===== src/rtl/seq_mult.sv =====
// Sequential radix-2 shift-add multiplier: signed or unsigned, one multiplier bit per clock.
// done pulses M edges after start is sampled; y is held between results.
module seq_mult #(
  parameter int N = 4,
  parameter int M = 4
) (
  input  logic             clk,
  input  logic             rst_n,
  input  logic             start,
  input  logic             sgn,
  input  logic [N-1:0]     a,
  input  logic [M-1:0]     b,
  output logic             busy,
  output logic             done,
  output logic [N+M-1:0]   y
);

  localparam int W  = N + M;
  localparam int CW = $clog2(M + 1);

  typedef enum logic [1:0] {IDLE, RUN, DONE} state_t;

  state_t         state, state_nxt;
  logic           load, last;
  logic [W-1:0]   a_sh;
  logic [M-1:0]   b_sh;
  logic           neg;
  logic [CW-1:0]  cnt;
  logic [W-1:0]   acc;
  logic [W-1:0]   sum;
  logic [N-1:0]   a_abs;
  logic [M-1:0]   b_abs;

  // Magnitudes fit in N/M unsigned bits even for the most negative operand.
  assign a_abs = (sgn && a[N-1]) ? -a : a;
  assign b_abs = (sgn && b[M-1]) ? -b : b;
  assign sum   = acc + (b_sh[0] ? a_sh : '0);

  always_ff @(posedge clk or negedge rst_n) begin
    if (!rst_n) begin
      state <= IDLE;
    end else begin
      state <= state_nxt;
    end
  end

  always_comb begin
    state_nxt = state;
    load      = 1'b0;
    last      = 1'b0;
    busy      = 1'b0;
    done      = 1'b0;
    case (state)
      IDLE: begin
        if (start) begin
          load      = 1'b1;
          state_nxt = RUN;
        end
      end
      RUN: begin
        busy = 1'b1;
        if (cnt == CW'(M - 1)) begin
          last      = 1'b1;
          state_nxt = DONE;
        end
      end
      DONE: begin
        done = 1'b1;
        if (start) begin
          load      = 1'b1;
          state_nxt = RUN;
        end else begin
          state_nxt = IDLE;
        end
      end
      default: state_nxt = IDLE;
    endcase
  end

  // a_sh carries |a| << i and b_sh exposes multiplier bit i at its LSB.
  always_ff @(posedge clk or negedge rst_n) begin
    if (!rst_n) begin
      a_sh <= '0;
      b_sh <= '0;
      neg  <= 1'b0;
      cnt  <= '0;
      acc  <= '0;
      y    <= '0;
    end else if (load) begin
      a_sh <= W'(a_abs);
      b_sh <= b_abs;
      neg  <= sgn & (a[N-1] ^ b[M-1]);
      cnt  <= '0;
      acc  <= '0;
    end else if (busy) begin
      acc  <= sum;
      a_sh <= a_sh << 1;
      b_sh <= b_sh >> 1;
      cnt  <= cnt + CW'(1);
      if (last) begin
        y <= neg ? -sum : sum;
      end
    end
  end

endmodule


===== config.mk =====
export PLATFORM = sky130hd
export DESIGN_NAME = seq_mult
export DESIGN_NICKNAME = d
export VERILOG_FILES = /design/src/rtl/seq_mult.sv
export SDC_FILE = /design/constraint.sdc
export NUM_CORES = 1
export LEC_CHECK = 0
export CAP_MARGIN = 20
export CORE_ASPECT_RATIO = 1.2
export CORE_MARGIN = 10
export CORE_UTILIZATION = 30
export DETAILED_ROUTE_END_ITERATION = 7
export GPL_ROUTABILITY_DRIVEN = 0
export GPL_TIMING_DRIVEN = 0
export PLACE_DENSITY_LB_ADDON = 0.08
export SYNTH_ARGS = -nofsm -noshare
export SYNTH_HDL_FRONTEND = slang
export SYNTH_SLANG_ARGS = --single-unit

===== constraint.sdc =====
create_clock -name clk -period 2.73 [get_ports clk]
set_clock_uncertainty 0.15 [all_clocks]
set_input_delay 0.273 -clock clk [delete_from_list [all_inputs] [get_ports clk]]
set_output_delay 0.273 -clock clk [all_outputs]
set_load 0.01 [all_outputs]

==> flow_summary_export.csv, run 1 <==
group,metric,value,unit
status,status,"completed",
die,dieHeight,110,µm
final_layout,diode_insertion_count_for_antenna_repair,0,
grt,first_global_vias,1778,
route,num_vias,1667,
synthesis,synth_edf_count,0,
route,drt_iter0_drc,60,
final_layout,num-nets-final,278,
clock_tree,clock-sinks,34,
route,routed_wire_length_per_instance,15.1,µm
sta,final.setup.tns,0,ps
route,drt_pass1_iterations,4,
clock_tree,tritoncts,"built",
power,fin_total_pwr,3.34,mW
sta,report.final.slew_viol_count,0,
placement,place_hpwl,3750,µm
power,power.ir.vdd_worst,0.426,mV
synthesis,yosys.area.top_type,"sky130_fd_sc_hd__dfrtp_1",
sta,whs,334,ps
grt,grt_first_pass_wirelength,8550,µm
final_layout,multi_input_comb_area,1190,µm²
placement,pre_cts_slack,-282,ps
clock_tree,cts-root-buf,"sky130_fd_sc_hd__clkbuf_8",
die,floorplan.core_area,6530,µm²
die,area_of_the_die,10500,µm²
worst_setup_path,critical_path.endpoint_type,"register",
synthesis,most_frequent_cells_after_synthesis,"sky130_fd_sc_hd__dfrtp_1, sky130_fd_sc_hd__nand2_1, sky130_fd_sc_hd__o21ai_0",
synthesis,yosys-top-cells-area,"sky130_fd_sc_hd__dfrtp_1, sky130_fd_sc_hd__ha_1, sky130_fd_sc_hd__nand2_1",
sta,period_share,97.7,%
synthesis,dominantRegCellSynth,"sky130_fd_sc_hd__dfrtp_1",
synthesis,mappedNetlistArea,2040,µm²
clock_tree,clkTransAtPathRegs,70,ps
sta,final_hold_violations,0,
synthesis,warning_count_from_the_yosys_run,0,
route,count_of_unresolved_drc_violations_after_routing,0,
sta,timing.final.crit_period,2670,ps
sta,finalWorstSetupSlack,63.0,ps
sta,max_slew_margin,47.5,%
grt,grt.total_usage,10.3,%
synthesis,avgSynthCellArea,9.30,µm²
grt,grt_overflow,0,
clock_tree,insertion_delay,290,ps
route,wl,5110,µm
worst_setup_path,cp_data_arrival_time,2720,ps
die,ios,22,
clock_tree,max-clock-path-buffers,2,
synthesis,synth_largest_type_area_fraction,41.8,%
synthesis,async_flop_share,100,%
synthesis,synth_most_common_cell,"sky130_fd_sc_hd__dfrtp_1",
synthesis,synth_sequential_area_ratio,41.8,%
sta,unrepaired_setup_endpoints_after_global_routing,"yes",
route,via_per_inst,4.92,
clock_tree,tritoncts.num_buffers,5,
power,power.density_cell_area,1300,nW/µm²
hold_path,holdCritPathClass,"register to register",
synthesis,ys_seq_elements,34,
grt,largest_net_degree_at_the_start_of_global_routing,35,
worst_setup_path,critical_path_class,"register to register",
grt,grt_antenna_before_repair,0,
die,dieWidth,95.2,µm
final_layout,post_layout_nonfiller_instances,339,
final_layout,regArea,852,µm²
clock_tree,cts.htree.levels,2,
sta,tightestPinTransition,788,ps
final_layout,final.fill_count,675,
final_layout,areaGrowthSynthToFinish,26.7,%
placement,placement.io_buffers,21,
final_layout,drive_above_1_share,15.0,%
job,max_cap_violations,0,
worst_setup_path,critical_path.max_fanout,6,
synthesis,yosys.cell_types.count,46,
sta,report.final.setup_viol,0,
power,p_leak,1.13,nW
route,route.antenna.remaining_nets,0,
die,core.rowCount,32,
worst_setup_path,startpoint_type_of_the_worst_setup_path,"register",
placement,numPlacedInstances,325,
die,start_util,31.2,%
synthesis,synth_cells,219,
sta,clock.fmax,375,MHz
synthesis,mappedNetlistNets,244,
worst_setup_path,cp_data_required_time,2780,ps
==> cells in the final DEF, fill, tap and decap left out, types with 3 or more instances in the layout <==
cell / n
sky130_fd_sc_hd__clkdlybuf4s50_1: 20
sky130_fd_sc_hd__a211oi_1: 3
sky130_fd_sc_hd__clkbuf_8: 8
sky130_fd_sc_hd__nand3_1: 4
sky130_fd_sc_hd__a22o_1: 8
sky130_fd_sc_hd__xor2_1: 7
sky130_fd_sc_hd__nand2b_1: 4
sky130_fd_sc_hd__clkbuf_1: 5
sky130_fd_sc_hd__o21ai_0: 19
sky130_fd_sc_hd__dfrtp_1: 33
sky130_fd_sc_hd__or3_4: 3
sky130_fd_sc_hd__inv_1: 12
sky130_fd_sc_hd__a31oi_1: 5
sky130_fd_sc_hd__nor2_1: 14
sky130_fd_sc_hd__and2_1: 10
sky130_fd_sc_hd__nand2_1: 33
sky130_fd_sc_hd__buf_4: 5
sky130_fd_sc_hd__and3_1: 3
sky130_fd_sc_hd__ha_1: 7
sky130_fd_sc_hd__ha_2: 4
==> per-stage QoR <==
stage	area (µm²)	utilization (%)
4_1_cts	2540	38.9
5_1_grt	2580	39.5
3_3_place_gp	2350	36.1
6_report	2580	39.5
2_1_floorplan	2040	-
3_5_place_dp	2350	36.0
==> critical path, cell delays in order (launching register included) <==
cell and delay (ps):
sky130_fd_sc_hd__dfrtp_2 440, sky130_fd_sc_hd__and2_1 160, sky130_fd_sc_hd__ha_2 190, sky130_fd_sc_hd__fa_2 380, sky130_fd_sc_hd__xor2_2 170, sky130_fd_sc_hd__or3_4 390
sky130_fd_sc_hd__a221oi_4 210, sky130_fd_sc_hd__o211ai_1 140, sky130_fd_sc_hd__and4_4 210, sky130_fd_sc_hd__o31ai_2 160
==> path summary, 6_finish.rpt <==
kind | slack [ps] | from | to | depth (start not counted)
hold / removal | 330 | y[5] | y[5] | 2
setup / recovery | 60 | b_sh[0] | y[7] | 9
min in group asynchronous | 450 | rst_n | acc[7] | 2
max in group asynchronous | 1430 | rst_n | b_sh[0] | 2
setup reg to reg | 60 | b_sh[0] | y[7] | 9
hold reg to reg | 330 | y[5] | y[5] | 2
==> logic make-up after synthesis <==
| kind of cell | Yosys count | share of synthesized area (%) |
|---|---|---|
| XOR/XNOR | 9 | 3.87 |
| AO/OA/AOI/OAI | 55 | 19.7 |
| buffers and inverters | 19 | 3.50 |
| AND/OR/NAND/NOR | 87 | 21.8 |
| multiplexers | 2 | 0.983 |
| adder cells (fa/ha/maj) | 13 | 8.35 |
| flip-flops | 34 | 41.8 |
==> routing by layer <==
layer,vias up,track usage [%],part of all wire [%]
li1,837,-,-
met1,795,12.6,46
met2,29,17.5,49
met3,6,1.96,3.1
met4,0,4.18,1.6
met5,-,0,0
==> flip-flops by register name (all words and copies together) (netlist names) <==
name / cells
a_sh: 8
acc: 8
b_sh: 4
cnt: 3
neg: 1
state: 2
y: 8
==> power breakdown <==
part	switching, mW	total, mW	internal [mW]
Sequential	0.144	0.886	0.742
Clock	0.195	0.450	0.255
Combinational	1.08	2.01	0.931
==> cell type report <==
type	instances	area share, %
plain buffers	6	0.921
clock buffers	8	4.27
inverters	13	1.89
multi-input cells	166	46.0
flip-flops and latches	34	33.0
well taps	85	4.12
repair buffers	27	9.80
==> what timing repair did <==
action	CTS	global route
gates resized for setup	10	8
setup buffers	4	1
hold buffers	1	0
pin swaps	7	6
endpoints found under the setup margin	3	4
hold endpoints to repair	34	0
gates cloned	0	0
Power figures use the tool's default switching activity.
==> run 2: changes to the inputs <==
--- a/config.mk
+++ b/config.mk
@@ -6,7 +6,7 @@
 export NUM_CORES = 1
 export LEC_CHECK = 0
 export CAP_MARGIN = 20
-export CORE_ASPECT_RATIO = 1.2
+export CORE_ASPECT_RATIO = 0.75
 export CORE_MARGIN = 10
 export CORE_UTILIZATION = 30
 export DETAILED_ROUTE_END_ITERATION = 7
==> flow_summary_export.csv, run 2 (synthesized netlist as in run 1, its figures left out) <==
group,metric,value,unit
status,status,"completed",
clock_tree,max-clock-path-buffers,2,
clock_tree,insertion_delay,290,ps
grt,top_usage_layer,"met1",
die,start_util,31.6,%
clock_tree,cts-root-buf,"sky130_fd_sc_hd__clkbuf_8",
final_layout,postLayoutCellArea,2560,µm²
route,drt_pass1_iterations,4,
clock_tree,tritoncts,"built",
grt,first_global_vias,1726,
grt,grt_antenna_before_repair,0,
die,area_of_the_die,10500,µm²
sta,report.final.setup_viol,0,
route,count_of_unresolved_drc_violations_after_routing,0,
worst_setup_path,cp_data_required_time,2310,ps
power,power.density_cell_area,1280,nW/µm²
sta,final_hold_violations,0,
worst_setup_path,startpoint_type_of_the_worst_setup_path,"register",
hold_path,holdCritPathClass,"register to register",
sta,report.final.slew_viol_count,0,
job,max_cap_violations,0,
sta,unrepaired_setup_endpoints_after_global_routing,"yes",
final_layout,num-nets-final,276,
sta,finalWorstSetupSlack,49.4,ps
clock_tree,cts.htree.levels,2,
die,ios,22,
grt,grt_overflow,0,
grt,use_met1,16.1,%
final_layout,drive_above_1_share,14.7,%
placement,placement.io_buffers,21,
grt,globalRouteMet2Util,14.3,%
grt,grt.total_usage,10.8,%
grt,met3_usage,2.96,%
grt,largest_net_degree_at_the_start_of_global_routing,35,
power,p_leak,1.11,nW
die,floorplan.core_area,6440,µm²
sta,final.setup.tns,0,ps
route,drt_iter0_drc,38,
placement,pre_cts_slack,-261,ps
die,core.rowCount,25,
route,routed_wire_length_per_instance,15.6,µm
sta,whs,335,ps
grt,grt_first_pass_wirelength,9090,µm
clock_tree,tritoncts.num_buffers,5,
final_layout,areaGrowthSynthToFinish,25.7,%
route,route.antenna.remaining_nets,0,
placement,placed_area,2340,µm²
route,wl,5190,µm
route,via_per_inst,5.02,
clock_tree,clkTransAtPathRegs,70,ps
worst_setup_path,critical_path.max_fanout,10,
final_layout,layout.cells.most_common_list,"sky130_fd_sc_hd__nand2_1, sky130_fd_sc_hd__dfrtp_1, sky130_fd_sc_hd__clkdlybuf4s50_1",
worst_setup_path,critical_path.endpoint_type,"output port",
die,dieHeight,91.4,µm
final_layout,final.fill_count,666,
sta,timing.final.crit_period,2680,ps
worst_setup_path,critical_path_class,"register to output port",
die,dieWidth,115,µm
clock_tree,clock-sinks,34,
sta,max_slew_margin,47.3,%
sta,period_share,98.2,%
route,num_vias,1665,
final_layout,reg.largest.list,"a_sh: 8 flops, acc: 8 flops, y: 8 flops",
power,power.ir.vdd_worst,0.535,mV
sta,clock.fmax,373,MHz
worst_setup_path,cp_data_arrival_time,2260,ps
placement,place_hpwl,3800,µm
final_layout,diode_insertion_count_for_antenna_repair,0,
sta,tightestPinTransition,791,ps
## run 2: area by class of cell
cell class	count	area, µm²	area share, %
buffer	6	22.5	0.880
clock buffer	5	68.8	2.69
timing repair buffer	25	238	9.29
clock inverter	2	10.0	0.391
multi-input combinational	166	1220	47.6
sequential	34	852	33.3
inverter	13	48.8	1.91
tap	81	101	3.96
## run 2: per-layer routing
layer	share of wire [%]	up-vias	wire length [µm]
li1	-	837	-
met1	55	804	2870
met2	40	16	2090
met3	3.0	8	155
met4	1.5	0	76
met5	0	-	0
## run 2: worst max-delay path, stage by stage (launching register included)
cell and delay (ps):
sky130_fd_sc_hd__dfrtp_1 380, sky130_fd_sc_hd__nand2b_1 220, sky130_fd_sc_hd__clkinv_1 190, sky130_fd_sc_hd__buf_1 520, sky130_fd_sc_hd__clkdlybuf4s50_1 660
## run 2: power breakdown
part	total [mW]	leakage, nW	switching, mW	internal [mW]
Clock	0.363	0.0438	0.192	0.171
Sequential	0.896	0.427	0.154	0.742
Combinational	2.01	0.636	1.07	0.940
## run 2: repair_timing
| item | 4_1_cts | 5_1_grt |
|---|---|---|
| buffers inserted | 3 | 0 |
| cloned | 0 | 0 |
| setup endpoints to repair | 3 | 5 |
| hold buffers | 1 | 0 |
| endpoints found under the hold margin | 34 | 0 |
| pin swaps | 5 | 6 |
| gates resized for setup | 14 | 11 |
## run 2: worst paths after layout
kind	start	to	slack, ps	cells past startpoint
max	state[1]	busy	50	4
min	y[6]	y[6]	330	2
max reg2reg	b_sh[0]	y[7]	60	9
min reg2reg	y[6]	y[6]	330	2
max in group asynchronous	rst_n	b_sh[0]	1430	2
min in group asynchronous	rst_n	y[7]	450	2
## run 2: per-stage QoR
step / std cells / util, % / power (mW)
3_3_place_gp: 321 / 36.4 / 2.64
4_1_cts: 332 / 39.1 / 3.23
6_report: 332 / 39.7 / 3.27
3_5_place_dp: 321 / 36.4 / 2.65
5_1_grt: 332 / 39.7 / 3.61
2_1_floorplan: 219 / - / 2.11
==> run 3: changes to the inputs <==
--- a/config.mk
+++ b/config.mk
@@ -8,10 +8,11 @@
 export CAP_MARGIN = 20
 export CORE_ASPECT_RATIO = 0.75
 export CORE_MARGIN = 10
-export CORE_UTILIZATION = 30
+export CORE_UTILIZATION = 50
 export DETAILED_ROUTE_END_ITERATION = 7
 export GPL_ROUTABILITY_DRIVEN = 0
 export GPL_TIMING_DRIVEN = 0
+export HOLD_SLACK_MARGIN = 0.12
 export PLACE_DENSITY_LB_ADDON = 0.08
 export SYNTH_ARGS = -nofsm -noshare
 export SYNTH_HDL_FRONTEND = slang
==> flow_summary_export.csv, run 3 (synthesized netlist as in run 1, its figures left out) <==
group,metric,value,unit
worst_setup_path,critical_path.endpoint_type,"register",
sta,final_hold_violations,0,
route,route.antenna.remaining_nets,0,
grt,grt.total_usage,14.4,%
route,num_vias,1675,
sta,tightestPinTransition,753,ps
final_layout,diode_insertion_count_for_antenna_repair,0,
final_layout,reg.largest.list,"a_sh: 8 flops, acc: 8 flops, y: 8 flops",
die,start_util,53.9,%
clock_tree,tritoncts.num_buffers,5,
clock_tree,max-clock-path-buffers,2,
final_layout,post_layout_nonfiller_instances,303,
power,power.ir.vdd_worst,0.708,mV
clock_tree,cts.htree.levels,2,
clock_tree,cts-root-buf,"sky130_fd_sc_hd__clkbuf_8",
die,core.rowCount,19,
clock_tree,clkTransAtPathRegs,70,ps
hold_path,holdCritPathClass,"register to register",
worst_setup_path,startpoint_type_of_the_worst_setup_path,"register",
final_layout,num-nets-final,275,
placement,numPlacedInstances,292,
sta,unrepaired_setup_endpoints_after_global_routing,"yes",
die,ios,22,
job,max_cap_violations,0,
grt,largest_net_degree_at_the_start_of_global_routing,35,
sta,final.setup.tns,0,ps
power,p_leak,1.11,nW
clock_tree,insertion_delay,280,ps
sta,timing.final.crit_period,2720,ps
route,wl,4880,µm
sta,whs,329,ps
route,via_per_inst,5.53,
final_layout,drive_above_1_share,12.7,%
die,area_of_the_die,7050,µm²
sta,max_slew_margin,49.8,%
final_layout,areaGrowthSynthToFinish,24.0,%
sta,finalWorstSetupSlack,14.1,ps
sta,period_share,99.5,%
placement,place_hpwl,3470,µm
worst_setup_path,cp_data_arrival_time,2760,ps
sta,report.final.setup_viol,0,
worst_setup_path,critical-path-top-delay-family,"simple AND/OR/NAND/NOR gates",
power,power.density_cell_area,1290,nW/µm²
grt,first_global_vias,1609,
clock_tree,tritoncts,"built",
die,dieHeight,75.3,µm
die,dieWidth,93.7,µm
placement,placement.io_buffers,21,
route,drt_pass1_iterations,4,
route,count_of_unresolved_drc_violations_after_routing,0,
route,drt_iter0_drc,115,
placement,pre_cts_slack,-278,ps
sta,report.final.slew_viol_count,0,
status,status,"completed",
worst_setup_path,critical_path_class,"register to register",
die,floorplan.core_area,3780,µm²
worst_setup_path,slowest_delay,450,ps
sta,clock.fmax,368,MHz
grt,grt_overflow,0,
worst_setup_path,cp_data_required_time,2780,ps
grt,grt_antenna_before_repair,0,
worst_setup_path,cp_num_buf_inv,0,
route,routed_wire_length_per_instance,16.1,µm
grt,grt_first_pass_wirelength,7990,µm
final_layout,finalCoreUtilization,66.8,%
worst_setup_path,crit_chain,"and2_4, ha_4, fa_2, xor2_2, or3_4, a221oi_4, o211ai_1, and4_4, o31ai_2",
worst_setup_path,critPathSlowestCell,"sky130_fd_sc_hd__dfrtp_2",
clock_tree,clock-sinks,34,
worst_setup_path,critical_path.max_fanout,3,
final_layout,final.fill_count,305,
final_layout,layout.cells.most_common_list,"sky130_fd_sc_hd__nand2_1, sky130_fd_sc_hd__dfrtp_1, sky130_fd_sc_hd__clkdlybuf4s50_1",
## run 3: final timing paths
| kind | start | endpoint | slack (ps) | depth (start not counted) |
|---|---|---|---|---|
| worst min-delay path | y[5] | y[5] | 330 | 2 |
| min in group asynchronous | rst_n | y[0] | 450 | 2 |
| max in group asynchronous | rst_n | b_sh[0] | 1460 | 2 |
| worst max-delay path | b_sh[0] | y[7] | 10 | 9 |
| worst max register to register | b_sh[0] | y[7] | 10 | 9 |
| worst min register to register | y[5] | y[5] | 330 | 2 |
## run 3: what timing repair did
item | 4_1_cts | 5_1_grt
hold endpoints to repair | 34 | 0
pin swaps | 6 | 3
buffers inserted | 2 | 0
hold buffers | 1 | 0
endpoints found under the setup margin | 3 | 3
gates resized for setup | 18 | 2
## run 3: layout make-up
| type | instances | area, µm² | share of cell area, % |
|---|---|---|---|
| Clock inverter | 1 | 5.00 | 0.198 |
| Multi-Input combinational cell | 166 | 1210 | 48.1 |
| Tap cell | 52 | 65.1 | 2.58 |
| Timing Repair Buffer | 24 | 230 | 9.12 |
| Buffer | 6 | 22.5 | 0.892 |
| Inverter | 13 | 48.8 | 1.93 |
| Sequential cell | 34 | 852 | 33.7 |
| Clock buffer | 7 | 86.3 | 3.42 |
## run 3: worst register-to-register path: cells and delay by family (launching register included)
kind | cells | cell delay (ps)
adders and majority gates | 2 | 570
DFF | 1 | 450
AOI/OAI and AO/OA | 3 | 550
xor gates and xnor gates | 1 | 180
and+or+nand+nor | 3 | 730
## run 3: stage by stage
step / instance area [µm²] / power, mW
after CTS: 2510 / 3.22
after detailed placement: 2310 / 2.61
after global placement: 2310 / 2.58
final: 2520 / 3.27
after global routing: 2520 / 3.52
after floorplan: 2040 / 2.11
## run 3: power by group
group / total [mW] / switching (mW) / internal (mW)
registers: 0.899 / 0.157 / 0.742
clock network: 0.387 / 0.184 / 0.204
logic: 1.98 / 1.07 / 0.915
total: 3.27 / 1.41 / 1.86
## run 3: per-layer routing
metal  global-route usage, %  part of all wire (%)  up-vias  wire, µm
met3                    3.48                   4.1        5       200
met4                    5.04                  0.74        0        36
li1                        -                     -      832         -
met2                    20.9                    45       23      2190
met1                    20.4                    50      815      2450
met5                       0                     0        -         0
